--- src/rtl/instr_router_pkg.sv ---
// -----------------------------------------------------------------------------
// instr_router_pkg
// Shared types and helpers for the instruction region router:
//   MAX_REGIONS   - largest supported number of target regions
//   CFG_AW        - width of the region configuration fields (covers any
//                   supported fetch address width)
//   region_cfg_t  - one region's base/mask pair
//   err_id()      - FIFO tag used for fetches that hit no region
//   id_width()    - tag width able to hold every region index plus err_id()
//   make_cfg()    - builds a region_cfg_t from base/mask values
//   cfg_match()   - region hit test: (addr & mask) == base
// -----------------------------------------------------------------------------
package instr_router_pkg;

    localparam int unsigned MAX_REGIONS = 8;
    localparam int unsigned CFG_AW      = 64;

    typedef struct packed {
        logic [CFG_AW-1:0] base;
        logic [CFG_AW-1:0] mask;
    } region_cfg_t;

    // Unmapped fetches are tagged with the first index past the real regions.
    function automatic int unsigned err_id(input int unsigned num_regions);
        return num_regions;
    endfunction

    function automatic int unsigned id_width(input int unsigned num_regions);
        return $clog2(num_regions + 32'd1);
    endfunction

    function automatic region_cfg_t make_cfg(input logic [CFG_AW-1:0] base,
                                             input logic [CFG_AW-1:0] mask);
        region_cfg_t cfg;
        cfg.base = base;
        cfg.mask = mask;
        return cfg;
    endfunction

    function automatic logic cfg_match(input region_cfg_t       cfg,
                                       input logic [CFG_AW-1:0] addr);
        return ((addr & cfg.mask) == cfg.base);
    endfunction

endpackage

--- src/rtl/instr_router_id_fifo.sv ---
// -----------------------------------------------------------------------------
// instr_router_id_fifo
// Small FIFO of target tags for fetches that were granted but not yet
// answered. Occupancy is held in a counter so that "full" and "empty" are
// pure functions of registered state.
// Ports:
//   clk_i, rst_ni      - clock, asynchronous active-low reset
//   push_i, push_id_i  - write a tag (ignored while full)
//   pop_i              - drop the head tag (ignored while empty)
//   full_o, empty_o    - registered occupancy flags
//   head_id_o          - tag at the head (zero while empty)
// -----------------------------------------------------------------------------
module instr_router_id_fifo #(
    parameter int unsigned DEPTH = 2,
    parameter int unsigned WIDTH = 2
) (
    input  logic             clk_i,
    input  logic             rst_ni,
    input  logic             push_i,
    input  logic [WIDTH-1:0] push_id_i,
    input  logic             pop_i,
    output logic             full_o,
    output logic             empty_o,
    output logic [WIDTH-1:0] head_id_o
);

    localparam int unsigned PTR_W = (DEPTH > 32'd1) ? $clog2(DEPTH) : 32'd1;
    localparam int unsigned CNT_W = $clog2(DEPTH + 32'd1);
    localparam logic [PTR_W-1:0] PTR_LAST = PTR_W'(DEPTH - 32'd1);
    localparam logic [CNT_W-1:0] CNT_FULL = CNT_W'(DEPTH);

    logic [WIDTH-1:0] mem_q [DEPTH];
    logic [WIDTH-1:0] mem_d [DEPTH];
    logic [PTR_W-1:0] wr_ptr_q, wr_ptr_d;
    logic [PTR_W-1:0] rd_ptr_q, rd_ptr_d;
    logic [CNT_W-1:0] count_q, count_d;
    logic             push_s;
    logic             pop_s;

    // Flags come only from the registered count, so a pop never frees a slot
    // for a push in the same cycle.
    assign full_o  = (count_q == CNT_FULL);
    assign empty_o = (count_q == {CNT_W{1'b0}});

    // Head tag, forced to zero while empty.
    always_comb begin
        head_id_o = {WIDTH{1'b0}};
        if (!empty_o) begin
            head_id_o = mem_q[rd_ptr_q];
        end else begin
            head_id_o = {WIDTH{1'b0}};
        end
    end

    // Next-state for storage, pointers (wrap at DEPTH) and occupancy.
    always_comb begin
        push_s   = push_i && !full_o;
        pop_s    = pop_i && !empty_o;
        mem_d    = mem_q;
        wr_ptr_d = wr_ptr_q;
        rd_ptr_d = rd_ptr_q;
        count_d  = count_q;
        if (push_s) begin
            mem_d[wr_ptr_q] = push_id_i;
            wr_ptr_d = (wr_ptr_q == PTR_LAST) ? {PTR_W{1'b0}} : wr_ptr_q + PTR_W'(1);
        end else begin
            wr_ptr_d = wr_ptr_q;
        end
        if (pop_s) begin
            rd_ptr_d = (rd_ptr_q == PTR_LAST) ? {PTR_W{1'b0}} : rd_ptr_q + PTR_W'(1);
        end else begin
            rd_ptr_d = rd_ptr_q;
        end
        case ({push_s, pop_s})
            2'b10:   count_d = count_q + CNT_W'(1);
            2'b01:   count_d = count_q - CNT_W'(1);
            default: count_d = count_q;
        endcase
    end

    // State registers.
    always_ff @(posedge clk_i or negedge rst_ni) begin
        if (!rst_ni) begin
            for (int unsigned i = 0; i < DEPTH; i++) begin
                mem_q[i] <= {WIDTH{1'b0}};
            end
            wr_ptr_q <= {PTR_W{1'b0}};
            rd_ptr_q <= {PTR_W{1'b0}};
            count_q  <= {CNT_W{1'b0}};
        end else begin
            mem_q    <= mem_d;
            wr_ptr_q <= wr_ptr_d;
            rd_ptr_q <= rd_ptr_d;
            count_q  <= count_d;
        end
    end

endmodule

--- src/rtl/instr_region_router.sv ---
// -----------------------------------------------------------------------------
// instr_region_router
// Routes core instruction fetches to one of NUM_REGIONS targets by address
// decode and returns responses to the core strictly in grant order.
// Fetches that hit no region are granted locally and answered with an error.
// Ports:
//   clk_i, rst_ni                    - clock, asynchronous active-low reset
//   core_instr_req_i/gnt_o/addr_i    - core request channel
//   core_instr_rvalid_o/rdata_o/err_o- core response channel (zero when idle)
//   tgt_req_o/gnt_i/addr_o           - per-region request channels
//   tgt_rvalid_i/rdata_i/err_i       - per-region response channels
//   resp_violation_o                 - sticky: a target answered out of turn
// -----------------------------------------------------------------------------
module instr_region_router
    import instr_router_pkg::*;
#(
    parameter int unsigned NUM_REGIONS     = 2,
    parameter int unsigned ADDR_WIDTH      = 32,
    parameter int unsigned DATA_WIDTH      = 32,
    parameter int unsigned MAX_OUTSTANDING = 2,
    parameter logic [ADDR_WIDTH-1:0] REGION_BASE [NUM_REGIONS] = '{32'h00040000, 32'h00000000},
    parameter logic [ADDR_WIDTH-1:0] REGION_MASK [NUM_REGIONS] = '{32'hFFFFFF00, 32'hFFFFFC00},
    parameter bit STRIP_BASE = 1'b1
) (
    input  logic                                  clk_i,
    input  logic                                  rst_ni,
    input  logic                                  core_instr_req_i,
    output logic                                  core_instr_gnt_o,
    output logic                                  core_instr_rvalid_o,
    input  logic [ADDR_WIDTH-1:0]                 core_instr_addr_i,
    output logic [DATA_WIDTH-1:0]                 core_instr_rdata_o,
    output logic                                  core_instr_err_o,
    output logic [NUM_REGIONS-1:0]                tgt_req_o,
    input  logic [NUM_REGIONS-1:0]                tgt_gnt_i,
    input  logic [NUM_REGIONS-1:0]                tgt_rvalid_i,
    output logic [NUM_REGIONS-1:0][ADDR_WIDTH-1:0] tgt_addr_o,
    input  logic [NUM_REGIONS-1:0][DATA_WIDTH-1:0] tgt_rdata_i,
    input  logic [NUM_REGIONS-1:0]                tgt_err_i,
    output logic                                  resp_violation_o
);

    localparam int unsigned ID_W = id_width(NUM_REGIONS);
    localparam logic [ID_W-1:0] ERR_IDX = ID_W'(err_id(NUM_REGIONS));

    // Elaboration-time parameter range checks.
    if ((NUM_REGIONS == 32'd0) || (NUM_REGIONS > MAX_REGIONS)) begin : g_chk_regions
        $error("instr_region_router: NUM_REGIONS must be 1..8");
    end
    if ((MAX_OUTSTANDING == 32'd0) || (MAX_OUTSTANDING > 32'd8)) begin : g_chk_outstanding
        $error("instr_region_router: MAX_OUTSTANDING must be 1..8");
    end
    if ((ADDR_WIDTH == 32'd0) || (ADDR_WIDTH > CFG_AW)) begin : g_chk_addr
        $error("instr_region_router: ADDR_WIDTH must be 1..64");
    end

    logic [NUM_REGIONS-1:0] hit_s;
    logic [ID_W-1:0]        sel_s;
    logic                   mapped_s;
    logic                   sel_gnt_s;
    logic                   accept_s;
    logic [ID_W-1:0]        push_id_s;
    logic                   fifo_full_s;
    logic                   fifo_empty_s;
    logic [ID_W-1:0]        head_id_s;
    logic                   head_is_err_s;
    logic                   head_rvalid_s;
    logic [DATA_WIDTH-1:0]  head_rdata_s;
    logic                   head_err_s;
    logic                   pop_s;
    logic                   stray_s;
    logic                   resp_violation_q, resp_violation_d;

    // Address decode: hit vector, then lowest hitting index wins.
    always_comb begin
        hit_s    = '0;
        sel_s    = {ID_W{1'b0}};
        mapped_s = 1'b0;
        for (int unsigned i = 0; i < NUM_REGIONS; i++) begin
            hit_s[i] = cfg_match(make_cfg(CFG_AW'(REGION_BASE[i]), CFG_AW'(REGION_MASK[i])),
                                 CFG_AW'(core_instr_addr_i));
        end
        for (int unsigned i = 0; i < NUM_REGIONS; i++) begin
            if (hit_s[i] && !mapped_s) begin
                sel_s    = ID_W'(i);
                mapped_s = 1'b1;
            end else begin
                sel_s    = sel_s;
                mapped_s = mapped_s;
            end
        end
    end

    // Request side: forward the request to the selected region and return its
    // grant; unmapped fetches are granted locally. Nothing is granted while
    // full or while reset is asserted.
    always_comb begin
        sel_gnt_s = 1'b0;
        tgt_req_o = '0;
        for (int unsigned i = 0; i < NUM_REGIONS; i++) begin
            sel_gnt_s    = (sel_s == ID_W'(i)) ? tgt_gnt_i[i] : sel_gnt_s;
            tgt_req_o[i] = rst_ni && core_instr_req_i && mapped_s &&
                           (sel_s == ID_W'(i)) && !fifo_full_s;
        end
        core_instr_gnt_o = rst_ni && !fifo_full_s && (mapped_s ? sel_gnt_s : 1'b1);
        accept_s         = core_instr_req_i && core_instr_gnt_o;
        push_id_s        = mapped_s ? sel_s : ERR_IDX;
    end

    // Target address: offset within the region, or the full address.
    always_comb begin
        tgt_addr_o = '0;
        for (int unsigned i = 0; i < NUM_REGIONS; i++) begin
            if (STRIP_BASE) begin
                tgt_addr_o[i] = core_instr_addr_i & ~REGION_MASK[i];
            end else begin
                tgt_addr_o[i] = core_instr_addr_i;
            end
        end
    end

    instr_router_id_fifo #(
        .DEPTH (MAX_OUTSTANDING),
        .WIDTH (ID_W)
    ) u_id_fifo (
        .clk_i     (clk_i),
        .rst_ni    (rst_ni),
        .push_i    (accept_s),
        .push_id_i (push_id_s),
        .pop_i     (pop_s),
        .full_o    (fifo_full_s),
        .empty_o   (fifo_empty_s),
        .head_id_o (head_id_s)
    );

    // Response side: the head tag picks the only target allowed to answer.
    // An error-tagged head answers by itself; it is only ever head from the
    // cycle after its grant because the tag is read from registered storage.
    always_comb begin
        head_rvalid_s = 1'b0;
        head_rdata_s  = {DATA_WIDTH{1'b0}};
        head_err_s    = 1'b0;
        stray_s       = 1'b0;
        for (int unsigned i = 0; i < NUM_REGIONS; i++) begin
            head_rvalid_s = (head_id_s == ID_W'(i)) ? tgt_rvalid_i[i] : head_rvalid_s;
            head_rdata_s  = (head_id_s == ID_W'(i)) ? tgt_rdata_i[i]  : head_rdata_s;
            head_err_s    = (head_id_s == ID_W'(i)) ? tgt_err_i[i]    : head_err_s;
            stray_s       = stray_s || (tgt_rvalid_i[i] &&
                                        (fifo_empty_s || (head_id_s != ID_W'(i))));
        end
        head_is_err_s       = !fifo_empty_s && (head_id_s == ERR_IDX);
        core_instr_rvalid_o = !fifo_empty_s && (head_is_err_s || head_rvalid_s);
        if (core_instr_rvalid_o && !head_is_err_s) begin
            core_instr_rdata_o = head_rdata_s;
            core_instr_err_o   = head_err_s;
        end else if (core_instr_rvalid_o) begin
            core_instr_rdata_o = {DATA_WIDTH{1'b0}};
            core_instr_err_o   = 1'b1;
        end else begin
            core_instr_rdata_o = {DATA_WIDTH{1'b0}};
            core_instr_err_o   = 1'b0;
        end
        pop_s            = core_instr_rvalid_o;
        resp_violation_d = resp_violation_q || stray_s;
    end

    // Sticky out-of-order response flag, cleared only by reset.
    always_ff @(posedge clk_i or negedge rst_ni) begin
        if (!rst_ni) begin
            resp_violation_q <= 1'b0;
        end else begin
            resp_violation_q <= resp_violation_d;
        end
    end

    assign resp_violation_o = resp_violation_q;

endmodule

--- config.mk ---
export PLATFORM = sky130hd
export DESIGN_NAME = instr_region_router
export DESIGN_NICKNAME = d
export VERILOG_FILES = /design/src/rtl/instr_router_pkg.sv /design/src/rtl/instr_router_id_fifo.sv /design/src/rtl/instr_region_router.sv
export SDC_FILE = /design/constraint.sdc
export NUM_CORES = 1
export LEC_CHECK = 0
export ABC_AREA = 1
export ABC_CLOCK_PERIOD_IN_PS = 2200
export CORE_MARGIN = 4
export CORE_UTILIZATION = 29
export CTS_BUF_LIST = sky130_fd_sc_hd__clkbuf_4 sky130_fd_sc_hd__clkbuf_8
export DETAILED_ROUTE_END_ITERATION = 16
export HOLD_SLACK_MARGIN = 0.02
export PLACE_DENSITY = 0.93
export RECOVER_POWER = 50
export REMOVE_ABC_BUFFERS = 1
export SLEW_MARGIN = 20
export SYNTH_ARGS = -nofsm -noshare
export SYNTH_HDL_FRONTEND = slang
export SYNTH_SLANG_ARGS = --single-unit
--- constraint.sdc ---
create_clock -name clk_i -period 2.2 [get_ports clk_i]
set_input_delay 0.44 -clock clk_i [delete_from_list [all_inputs] [get_ports clk_i]]
set_output_delay 0.44 -clock clk_i [all_outputs]
set_load 0.02 [all_outputs]
==> metrics.txt <==
failing checks=setup timing; Tcrit/Tclk final=110%; core area=6030 sq um; sw frac=49.5%; simple-gate share of the synthesized area=32.0%; Setup violations, final=34; initial antenna violation count=0; global-route wire length before repair=approximately 11 mm; starting density of the core=30.5%; DR vias/cell=4.57; area occupied by multi-input gates=1430 sq um; combinational share of power=88.1%; EDFF count, synth=0; Routed Antenna Nets=0; kind of critical path=reg -> out; DR vias=2,356; power share of the sequential group=6.9%; post-DR wirelength/cell=15.8 um; Hold WS=around 0.47 ns; worst path arrival time=1.98 ns; FP Rows=28; die area=7690 sq um; min-delay src=resp_violation_o; clock-pin transition on the worst setup and hold timing paths=0.04 ns; share of layout cells above drive strength 1=between 30% and 40%; fillcell total=478; die width=87.7 um; largest family of logic cells by synthesized area=buffers and inverters; Ports=207; Synth Area in Adders=less than 1%; synth unique cells=28; GR peak layer=met2; worst-skew pair later-pin latency=roughly 0.23 ns; Clk network pwr share=5.0%; FF-to-FF Start=u_id_fifo.rd_ptr_q; Post-Route Skew=0.000352 ns; Cells after Synth=287; Layout area overhead=102%; Final Hold Viols=0; Slew Limit Fails=0; mapped cell area=between 1500 and 2000 sq um; initial drt markers=about 40; RD Place Congestion=0.810; Worst setup EP type=output port; Clock Sinks=9; Worst Setup SP=u_id_fifo.rd_ptr_q; Required @ worst endpoint=1.76 ns; GRT Total Usage=17.7%; met2 GRT Util=34.6%; Synth Flop Type=dfrtp_1; number of H-tree levels=1; Slew @ Worst Pin=0.502 ns; nets=roughly 550; CTS Buf Count=3; # hold bufs at CTS=0; Synth Register Bits=9; relative slew slack=66.6%; grt met3 use=around 5.7%; Worst setup SP type=flop; net load switching power=approximately 2000 uW; Max VDD drop=0.759 mV; sequential area share after synthesis=12.2%; diode count=0; Final min period=2.42 ns; final worst slack=-0.218 ns; Compound-Gate Fraction of Synth Area=between 10% and 20%; storage element area=225 sq um; maxcap violations=0; LEAKAGE=0.00172 uW; commonest non-fill, non-tap cell in the layout=clkdlybuf4s50_1; drt pass-1 iters=4; die height=87.7 um; Warnings, synthesis=0; mux cell area share after synthesis=0%; worst-path maximum fanout=8; drc violations=0; hold crit path type=reg -> reg; largest net degree at the start of global routing=34; Int Power=between 2000 and 2500 uW; M1 GR Usage=between 15 and 20%; IO Port Bufs=136; RSZ-0062 raised after global routing=true; xor/xnor share of the synthesized area=0.952%; Clock Path Buffers=2; Root Driver=clkbuf_8; syn avg cell area=around 6.4 sq um; final wirelength=8.15 mm; Max Freq=between 0.4 and 0.5 GHz; grt ovf=0; Async SR Flop Fraction=100%; pwr dens=approximately 1100 nW/um^2; most frequent cells in the layout=clkdlybuf4s50_1, nand2_1, conb_1; worst slack at placement=-0.529 ns; hpwl dp=5.64 mm; CTS tree=built; status=complete, but fails checks; vias in the first global route=around 2,200
==> worst max-delay path: stages, from the launching register on <==
cell and delay [ns]:
dfrtp_1 0.40, nand2_1 0.07, a21boi_4 0.18, nor2_4 0.07, inv_2 0.08, nand2_4 0.05, o21ai_4 0.17, nand3_4 0.18
clkbuf_16 0.23, a21oi_2 0.13, buf_4 0.16
==> routing by layer <==
layer / up-vias / part of all wire [%]
li1: 1128 / -
met3: 9 / 9.6
met5: - / 0
met2: 146 / 57
met4: 0 / 1.3
met1: 1073 / 32
==> state kept, by name (all words and copies together), names as in the netlist <==
signal / flops
u_id_fifo.count_q: 2
u_id_fifo.mem_q: 4
u_id_fifo.rd_ptr_q: 1
resp_violation_o: 1
u_id_fifo.wr_ptr_q: 1
==> timing repair <==
| action | in CTS | in global routing |
|---|---|---|
| setup buffers | 7 | 1 |
| pin swaps | 21 | 20 |
| resized for setup | 224 | 66 |
| setup endpoints to repair | 38 | 39 |
| cloned | 4 | 1 |
==> cells by family (layout without fill, tap and decap cells) <==
kind of cell | Yosys count | in the layout
other | 1 | 46
xor gates and xnor gates | 2 | 2
AOI/OAI and AO/OA | 44 | 44
DFF | 9 | 9
and+or+nand+nor | 134 | 134
buffers and inverters | 96 | 204
adders and majority gates | 1 | 1
==> stage by stage <==
| stage | setup TNS, ns | power (uW) | utilization (%) | std cells | area [sq um] |
|---|---|---|---|---|---|
| after floorplan | -9.07 | 1660 | - | 256 | 1450 |
| after global placement | -15.06 | 2960 | 52.9 | 498 | 3190 |
| after detailed placement | -16.08 | 3010 | 52.9 | 498 | 3190 |
| after CTS | -4.40 | 3480 | 56.0 | 513 | 3380 |
| after global routing | -10.61 | 4280 | 61.8 | 515 | 3720 |
| final | -5.61 | 4040 | 61.8 | 515 | 3720 |
==> power by group through the flow <==
stage | sequential, uW | clock (uW) | combinational [uW]
final | 279 | 201 | 3560
after CTS | 277 | 211 | 2990
after global routing | 290 | 221 | 3770
after detailed placement | 278 | 0 | 2730
after global placement | 271 | 0 | 2690
after floorplan | 275 | 0 | 1380
==> synthesized netlist by cell type (4+ instances only) <==
| library cell | count | area, sq um |
|---|---|---|
| buf_4 | 67 | 503 |
| nand2_1 | 62 | 233 |
| nand3_1 | 42 | 210 |
| a21oi_2 | 30 | 263 |
| nor2_1 | 21 | 78.8 |
| inv_1 | 16 | 60.1 |
| dfrtp_1 | 9 | 225 |
| clkbuf_1 | 6 | 22.5 |
| a21oi_1 | 4 | 20.0 |
| inv_2 | 4 | 15.0 |
| o21ai_0 | 4 | 20.0 |
==> layout make-up <==
| cell class | instances | share of cell area [%] |
|---|---|---|
| Timing Repair Buffer | 180 | 49.5 |
| Multi-Input combinational cell | 227 | 38.4 |
| Sequential cell | 9 | 6.05 |
| Tap cell | 75 | 2.52 |
| Inverter | 20 | 2.22 |
| Clock buffer | 4 | 1.31 |
==> worst paths after layout <==
kind | depth (start not counted) | end | slack (ns)
setup / recovery | 10 | core_instr_rdata_o[4] | -0.22
hold / removal | 2 | resp_violation_o | 0.47
setup reg to reg | 15 | u_id_fifo.count_q[1] | 0.01
hold reg to reg | 2 | resp_violation_o | 0.47
max in group asynchronous | 2 | u_id_fifo.mem_q[0] | 1.08
min in group asynchronous | 2 | u_id_fifo.count_q[0] | 0.79
Note: power is estimated with default switching activity, not from simulation.
